<file path="src/rtl/vga_vidmem_responder.sv">
// Purpose: responder that arbitrates framebuffer reads and CPU pixel writes onto one async SRAM.
// Latency: in-range access is ACCESS_CYCLES+1 cycles from grant to completion (RDONE/WDONE);
//          out-of-range requests complete after 1 cycle.
// Backpressure: bus_wait/cpu_wait hold each requester until its access finishes. After a read,
//          a write that waited through it wins the next grant.
//
// Ports:
//   clock, reset_n                       - system clock, async active-low reset
//   bus_read, address, bus_wait, data    - framebuffer read port (data valid in RDONE)
//   cpu_write, cpu_address, cpu_data,
//   cpu_wait                             - CPU write port (cpu_wait low for one WDONE cycle)
//   sram_addr, sram_wdata, sram_rdata    - SRAM word address, write data, read data
//   sram_ce_n, sram_oe_n, sram_we_n      - registered active-low SRAM strobes
module vga_vidmem_responder #(
    parameter logic [31:0] VIDMEM        = 32'h00c00000,
    parameter int          DEPTH_BITS    = 19,
    parameter int          ACCESS_CYCLES = 2
) (
    input  logic                  clock,
    input  logic                  reset_n,
    input  logic                  bus_read,
    input  logic [31:0]           address,
    output logic                  bus_wait,
    output logic [23:0]           data,
    input  logic                  cpu_write,
    input  logic [31:0]           cpu_address,
    input  logic [23:0]           cpu_data,
    output logic                  cpu_wait,
    output logic [DEPTH_BITS-1:0] sram_addr,
    output logic [23:0]           sram_wdata,
    input  logic [23:0]           sram_rdata,
    output logic                  sram_ce_n,
    output logic                  sram_oe_n,
    output logic                  sram_we_n
);

    localparam int CW = (ACCESS_CYCLES > 1) ? $clog2(ACCESS_CYCLES) : 1;
    localparam logic [CW-1:0] CNT_INIT = CW'(ACCESS_CYCLES - 1);

    typedef enum logic [2:0] {
        IDLE,
        READ,
        RDONE,
        WRITE,
        WDONE
    } state_t;

    state_t                  state_q, state_d;
    logic [23:0]             data_q, data_d;
    logic [DEPTH_BITS-1:0]   addr_q, addr_d;
    logic [23:0]             wdata_q, wdata_d;
    logic                    ce_n_q, ce_n_d;
    logic                    oe_n_q, oe_n_d;
    logic                    we_n_q, we_n_d;
    logic [CW-1:0]           cnt_q, cnt_d;
    logic                    cpu_prio_q, cpu_prio_d;

    // Window offsets; unsigned wrap makes addresses below VIDMEM fall out of range too.
    logic [31:0] rd_off, wr_off;
    logic        rd_in_range, wr_in_range;

    assign rd_off      = address - VIDMEM;
    assign wr_off      = cpu_address - VIDMEM;
    assign rd_in_range = (rd_off >> DEPTH_BITS) == 32'd0;
    assign wr_in_range = (wr_off >> DEPTH_BITS) == 32'd0;

    always_comb begin
        state_d    = state_q;
        data_d     = data_q;
        addr_d     = addr_q;
        wdata_d    = wdata_q;
        ce_n_d     = ce_n_q;
        oe_n_d     = oe_n_q;
        we_n_d     = we_n_q;
        cnt_d      = cnt_q;
        cpu_prio_d = cpu_prio_q;

        case (state_q)
            IDLE: begin
                // A read wins unless a write was left waiting behind the previous read.
                if (bus_read && (!cpu_prio_q || !cpu_write)) begin
                    if (rd_in_range) begin
                        addr_d  = rd_off[DEPTH_BITS-1:0];
                        ce_n_d  = 1'b0;
                        oe_n_d  = 1'b0;
                        cnt_d   = CNT_INIT;
                        state_d = READ;
                    end else begin
                        data_d  = '0;
                        state_d = RDONE;
                    end
                end else if (cpu_write) begin
                    if (wr_in_range) begin
                        addr_d  = wr_off[DEPTH_BITS-1:0];
                        wdata_d = cpu_data;
                        ce_n_d  = 1'b0;
                        we_n_d  = 1'b0;
                        cnt_d   = CNT_INIT;
                        state_d = WRITE;
                    end else begin
                        state_d = WDONE;
                    end
                end
            end
            READ: begin
                if (cnt_q != '0) begin
                    cnt_d = cnt_q - CW'(1);
                end else begin
                    data_d  = sram_rdata;
                    ce_n_d  = 1'b1;
                    oe_n_d  = 1'b1;
                    state_d = RDONE;
                end
            end
            RDONE: begin
                if (!bus_read) begin
                    cpu_prio_d = cpu_write;
                    state_d    = IDLE;
                end
            end
            WRITE: begin
                if (cnt_q != '0) begin
                    cnt_d = cnt_q - CW'(1);
                end else begin
                    ce_n_d  = 1'b1;
                    we_n_d  = 1'b1;
                    state_d = WDONE;
                end
            end
            WDONE: begin
                cpu_prio_d = 1'b0;
                state_d    = IDLE;
            end
            default: begin
                ce_n_d  = 1'b1;
                oe_n_d  = 1'b1;
                we_n_d  = 1'b1;
                state_d = IDLE;
            end
        endcase
    end

    always_ff @(posedge clock or negedge reset_n) begin
        if (!reset_n) begin
            state_q    <= IDLE;
            data_q     <= '0;
            addr_q     <= '0;
            wdata_q    <= '0;
            ce_n_q     <= 1'b1;
            oe_n_q     <= 1'b1;
            we_n_q     <= 1'b1;
            cnt_q      <= '0;
            cpu_prio_q <= 1'b0;
        end else begin
            state_q    <= state_d;
            data_q     <= data_d;
            addr_q     <= addr_d;
            wdata_q    <= wdata_d;
            ce_n_q     <= ce_n_d;
            oe_n_q     <= oe_n_d;
            we_n_q     <= we_n_d;
            cnt_q      <= cnt_d;
            cpu_prio_q <= cpu_prio_d;
        end
    end

    assign bus_wait   = bus_read & (state_q != RDONE);
    assign cpu_wait   = cpu_write & (state_q != WDONE);
    assign data       = data_q;
    assign sram_addr  = addr_q;
    assign sram_wdata = wdata_q;
    assign sram_ce_n  = ce_n_q;
    assign sram_oe_n  = oe_n_q;
    assign sram_we_n  = we_n_q;

endmodule

</file>
<file path="config.mk">
export PLATFORM = sky130hd
export DESIGN_NAME = vga_vidmem_responder
export DESIGN_NICKNAME = d
export VERILOG_FILES = /design/src/rtl/vga_vidmem_responder.sv
export SDC_FILE = /design/constraint.sdc
export NUM_CORES = 1
export LEC_CHECK = 0
export ABC_CLOCK_PERIOD_IN_PS = 2080
export CORE_MARGIN = 4
export CORE_UTILIZATION = 39
export CTS_BUF_LIST = sky130_fd_sc_hd__clkbuf_4 sky130_fd_sc_hd__clkbuf_8 sky130_fd_sc_hd__clkbuf_16
export DETAILED_ROUTE_END_ITERATION = 6
export HOLD_SLACK_MARGIN = 0.03
export PLACE_DENSITY = 0.85
export SETUP_SLACK_MARGIN = 0.4
export SLEW_MARGIN = 20
export SYNTH_ARGS = -nofsm -noshare
export SYNTH_HDL_FRONTEND = slang
export SYNTH_SLANG_ARGS = --single-unit
</file>
<file path="constraint.sdc">
create_clock -name clock -period 2.08 [get_ports clock]
set_input_delay 0.208 -clock clock [delete_from_list [all_inputs] [get_ports clock]]
set_output_delay 0.208 -clock clock [all_outputs]
set_load 0.01 [all_outputs]
</file>
==> results of run 1 <==
[synth_stat cells, types with 2 or more instances]
cell and number:
nor3_1 5, nor4b_1 4, buf_4 2, a21o_1 2, inv_1 3, dfrtp_1 72, nand4_1 2, dfstp_2 3
a21oi_1 9, nor2_1 6, nand2_1 5, or4_4 2, a22o_1 21, buf_2 4, o21ai_0 7, buf_6 2
ha_1 2, mux2_2 62, nor4_1 4, clkbuf_1 5, nand2b_1 3, xor2_1 3, a22o_2 3
[worst register-to-register path, delay by kind of cell, from the launching register on]
family / cells / cell delay, ps
buffers and inverters: 3 / 440
AND/OR/NAND/NOR: 3 / 530
flip-flops: 1 / 430
multiplexers: 1 / 300
[layer usage]
layer,vias to the layer above,part of all wire,global-route usage
met2,145,0.52,0.362
met4,0,0.023,0.0850
met3,22,0.080,0.0561
li1,1394,-,-
met1,1471,0.38,0.247
met5,-,0,0
[sequential cells by signal, summed over array words and instances (netlist names)]
| register | count |
|---|---|
| data | 24 |
| sram_wdata | 24 |
| sram_addr | 19 |
| state_q | 3 |
| cnt_q | 1 |
| cpu_prio_q | 1 |
| sram_ce_n | 1 |
| sram_oe_n | 1 |
| sram_we_n | 1 |
[what timing repair did]
item | in CTS | in global routing
setup endpoints to repair | 75 | 73
pin swaps | 18 | 13
cloned | 5 | 2
hold buffers | 1 | 0
gates resized for setup | 56 | 28
setup buffers | 11 | 2
endpoints found under the hold margin | 72 | 0
[final timing paths]
kind / start / endpoint / slack [ps]
max: state_q[2] / sram_wdata[14] / 270
min in group clock: sram_rdata[8] / data[8] / 460
min: reset_n / data[8] / 410
max in group asynchronous: reset_n / sram_we_n / 1310
min reg2reg: sram_we_n / sram_we_n / 500
max reg2reg: state_q[2] / sram_wdata[14] / 270
[cells by family after synthesis]
| group | Yosys count |
|---|---|
| flip-flops | 75 |
| buffers and inverters | 16 |
| XOR/XNOR | 4 |
| AO/OA/AOI/OAI | 52 |
| adder cells (fa/ha/maj) | 2 |
| multiplexers | 62 |
| AND/OR/NAND/NOR | 37 |
[layout make-up]
class,instances,area (µm²),share of cell area
multi-input cells,160,1710,0.274
clock buffers,9,124,0.0199
inverters,3,15.0,0.00241
repair buffers,223,2320,0.371
clock inverters,7,57.6,0.00923
well taps,105,131,0.0211
flip-flops and latches,75,1880,0.302
[power breakdown]
group / internal, mW / switching (mW) / total [mW] / leakage, nW
registers: 1.49 / 0.0306 / 1.52 / 1.03
logic: 0.491 / 0.388 / 0.879 / 1.65
clock network: 0.452 / 0.571 / 1.02 / 0.0886
[through the flow]
step / instance area [µm²] / worst slack [ps] / total power [mW] / util / hold WS, ps
final: 6230 / 269 / 3.42 / 0.751 / 406
after floorplan: 3490 / 312 / 1.85 / - / -87.6
after detailed placement: 5590 / -395 / 2.24 / 0.674 / 259
after global placement: 5590 / -341 / 2.21 / 0.674 / 252
after CTS: 6070 / 248 / 3.42 / 0.732 / 416
after global routing: 6230 / 213 / 3.61 / 0.751 / 441
==> run metrics, run 1 <==
status=finished, final reports clean; Final period util=0.871; number of top-level pins=188; die area=a little over 0.01 mm²; post-detail-place hpwl=7.51 mm; unique cell type count in the Yosys netlist=40; Compound-Gate Fraction of Synth Area=0.115; Antenna diodes=0; antenna violations before repair=0; slowest cell delay on critical path=430 ps; Routed WL per cell=18.6 µm; CP Capture Type=flop; fin nets=a little under 600; Worst Hold Class=in -> async; H-tree Lvls=3; CP max FO=6; setup TNS=0 ps; max-cap violations=0; clock latency on the worst-skew pair=340 ps; Final Routed Wirelength=around 11 mm; sequential area share after synthesis=0.560; Clock Sinks=75; R2R depth=7; # rows=33; Syn Inst Count=248; Final Instance Count excl. Fillers=582; simple-gate portion of the synthesized area=0.0730; Main synth FF type=dfrtp_1; CTS clk-pin slew, worst paths=~90 ps; Core ar.=0.00830 mm²; drc violations=0; VDD IR max=0.332 mV; CP Launch Type=flop; ANT nets after route=0; Worst-Margin Slew=393 ps; DRT Pass-1 Iters=4; CP bufs+invs=3; Min Clock Period, post-route=1810 ps; critical path depth in cells=7; fmax=552 MHz; Rel. slew slack=0.738; Synth area leaders=dfrtp_1 54%, mux2_2 21%, a22o_1 5.5%; RSZ-0062 raised after global routing=true; cell taking the most area after synthesis=dfrtp_1; vias in the first global route=around 3300; largest net degree at the start of global routing=76; final hold vios=0; CTS root buf=clkbuf_8; commonest non-fill, non-tap cell in the layout=clkdlybuf4s50_1; Chip Width=101 µm; slowest cell on the critical path=dfrtp_1; leak pwr=2.77 nW; number of flops mapped to enable cells by yosys=0; count of pins over their slew limit=0; critical path's top delay family=simple AND/OR/NAND/NOR gates; routability cong.=0.832; Die H=101 µm; Synth Area in Adders=0.00745; deepest clock path buffer count=2; Synth async-reset ratio=1.00; critical path arrival=slightly above 2000 ps; CP Data Required Time=2290 ps; Syn Nets=about 370; layout cells sized above 1=0.327; xor and xnor area share after synthesis=0.0104; Area growth syn-to-layout=85.6%; Inst Count DP=between 500 and 600; Fillers=510; Yosys warnings=0; critical path type=reg -> reg; GRT Total Usage=0.210; power density cells=549 mW/mm²; Iteration-0 DRC Markers=88; # setup viols final=0; Via Count=between 3000 and 4000; CP Cell Sequence=nor3_4 -> nand3_2 -> buf_6 -> nor3_4 -> buf_6 -> clkbuf_16 -> mux2_4; first-pass GRT wire length=16.6 mm; Initial Util=0.405; Yosys reg bits=75; mux share of post-synthesis cell area=0.208; commonest non-fill, non-tap cells in the layout=164 x clkdlybuf4s50_1, 71 x dfrtp_1, 38 x mux2_2; CTS tree=yes; CTS buffer count=9; main combinational cell family by area after synthesis=multiplexers; grt total ovfl=0; Via density=between 5 and 6; Avg Inst Size Synth=13.5 µm²; IO Port Bufs=187; Mapped Area=0.00336 mm²; post-synth top area share=0.536; Clock Skew=13.1 ps
(Power assumes the default switching activity.)
==> run 2: changes to the inputs <==
Settings changed: CORE_MARGIN 4 to not set, MAX_ROUTING_LAYER set to met4.
==> run metrics, run 2 (synthesized netlist as in run 1, its figures left out) <==
status=finished, final reports clean; post-detail-place hpwl=6.68 mm (-11%); R2R Setup Slk=270 ps (about the same); Core ar.=0.00826 mm² (-0.50%); VDD IR max=0.291 mV (-12%); critical path arrival=2040 ps (+20 ps); die area=0.00899 mm² (-12%); fmax=551 MHz (-0.19%); CP Launch Type=flop; max-cap violations=0 (unchanged); # setup viols final=0 (unchanged); Chip Width=94.8 µm (-6.0%); CP Data Required Time=2310 ps (+20 ps); CTS buffer count=9 (unchanged); Antenna diodes=0 (unchanged); vias in the first global route=3185 (-3.5%); Min Clock Period, post-route=1810 ps (+3.48 ps); Final period util=0.872 (+0.00167); power density cells=551 mW/mm² (+0.33%); Routed WL per cell=18.2 µm (-2.0%); # rows=33 (unchanged); Final Routed Wirelength=10.7 mm (-1.0%); fin area=0.00624 mm² (about the same); final hold vios=0 (unchanged); Area growth syn-to-layout=85.7% (about the same); setup TNS=0 ps (unchanged); routability cong.=0.866 (+4.2%); Clock Skew=12.8 ps (-0.321 ps); Die H=94.8 µm (-6.0%); slowest cell delay on critical path=410 ps (-20 ps); commonest non-fill, non-tap cell in the layout=clkdlybuf4s50_1; CP Cell Sequence=nor3_4 -> nand3_2 -> buf_6 -> nor3_4 -> a31oi_4 -> buf_6 -> mux2_2; RSZ-0062 raised after global routing=true; CTS tree=yes; GRT Total Usage=0.242 (+0.0326); antenna violations before repair=0 (unchanged); layout cells sized above 1=0.340 (+0.0125); Via density=5.20 (-0.20%); critical path type=reg -> reg; count of pins over their slew limit=0 (unchanged); clock latency on the worst-skew pair=350 ps (about the same); Initial Util=0.407 (+0.00202); dpl cell area=0.00558 mm² (-0.22%); DRT Pass-1 Iters=4 (unchanged); ANT nets after route=0 (unchanged); deepest clock path buffer count=2 (unchanged); Rel. slew slack=0.677 (-0.0609); CTS root buf=clkbuf_8; worst reg2reg startpoint=state_q[2]; critical path's top delay family=simple AND/OR/NAND/NOR gates; Worst Hold Class=in -> async; Iteration-0 DRC Markers=71 (-19%); number of top-level pins=188 (unchanged); R2R depth=7 (unchanged); CP max FO=6 (unchanged); Via Count=3057 (+0.82%); Worst-Margin Slew=484 ps (+91.3 ps); slowest cell on the critical path=dfrtp_1; IO Port Bufs=187 (unchanged); CP Capture Type=flop; CP bufs+invs=2 (-1); fin nets=596 (+1.0%); grt total ovfl=0 (unchanged); leak pwr=2.78 nW (+0.43%); CTS clk-pin slew, worst paths=90 ps (about the same); worst r2r dst=sram_addr[18]; Clock Sinks=75 (unchanged); drc violations=0 (unchanged); H-tree Lvls=3 (unchanged); first-pass GRT wire length=15.9 mm (-3.9%); commonest non-fill, non-tap cells in the layout=164 x clkdlybuf4s50_1, 71 x dfrtp_1, 38 x mux2_2; largest net degree at the start of global routing=40 (-47%)
[run 2: cell types whose count changed in the layout (fill, tap and decap cells not counted), moves of 2 or more]
cell | previous run | this run
inv_6 | 3 | 1
buf_4 | 21 | 27
buf_2 | 1 | 3
buf_12 | 5 | 3
nand2b_1 | 1 | 3
nor4b_2 | 0 | 2
clkdlybuf4s15_2 | 2 | 0
xor2_1 | 3 | 1
buf_6 | 7 | 10
[run 2: cell type report]
type	count	area, µm²
fill	549	2020
clock inverter	5	37.5
multi-input combinational	160	1720
tap	105	131
timing repair buffer	229	2310
sequential	75	1880
clock buffer	11	145
inverter	3	15.0
[run 2: worst max-delay path by stage]
stage	cells past startpoint	start	slack, ps	end
global route	7	state_q[2]	180	sram_addr[1]
finish	7	state_q[2]	270	sram_addr[18]
floorplan	7	address[22]	310	data[0]
global placement	7	address[22]	-350	data[20]
detailed placement	7	address[22]	-400	data[23]
CTS	6	state_q[1]	350	sram_wdata[6]
[run 2: through the flow]
stage,hold WS (ps),instances,power (mW),util,setup WS [ps]
floorplan,-87.6,248,1.85,-,312
global placement,199,545,2.21,0.676,-353
detailed placement,204,545,2.23,0.676,-396
CTS,381,579,3.42,0.735,353
global route,409,588,3.62,0.756,185
finish,364,588,3.44,0.756,265
[run 2: power breakdown]
group | switching [mW] | internal [mW] | total [mW]
clock | 0.548 | 0.483 | 1.03
sequential | 0.0289 | 1.49 | 1.52
combinational | 0.399 | 0.487 | 0.886
total | 0.977 | 2.46 | 3.44
[run 2: metal layers]
metal  routed length (µm)  track usage  share of wire  vias up
met5                    0            -              0        -
met1                 4470        0.292           0.42     1497
met3                  708       0.0692          0.066       12
met4                  111       0.0606          0.010        0
met2                 5440        0.400           0.51      145
li1                     -            -              -     1403
[run 2: what timing repair did]
action,CTS,global route
hold buffers,1,0
gates resized for setup,56,34
endpoints found under the hold margin,38,0
pin swaps,11,19
setup endpoints to repair,76,76
setup buffers,11,6
cloned,6,3
[run 2: worst register-to-register path: cells and delay by family, from the launching register on]
family	cells	cell delay, ps
compound gates	1	90
buf+inv	2	320
flops	1	410
mux	1	270
simple gates	3	620
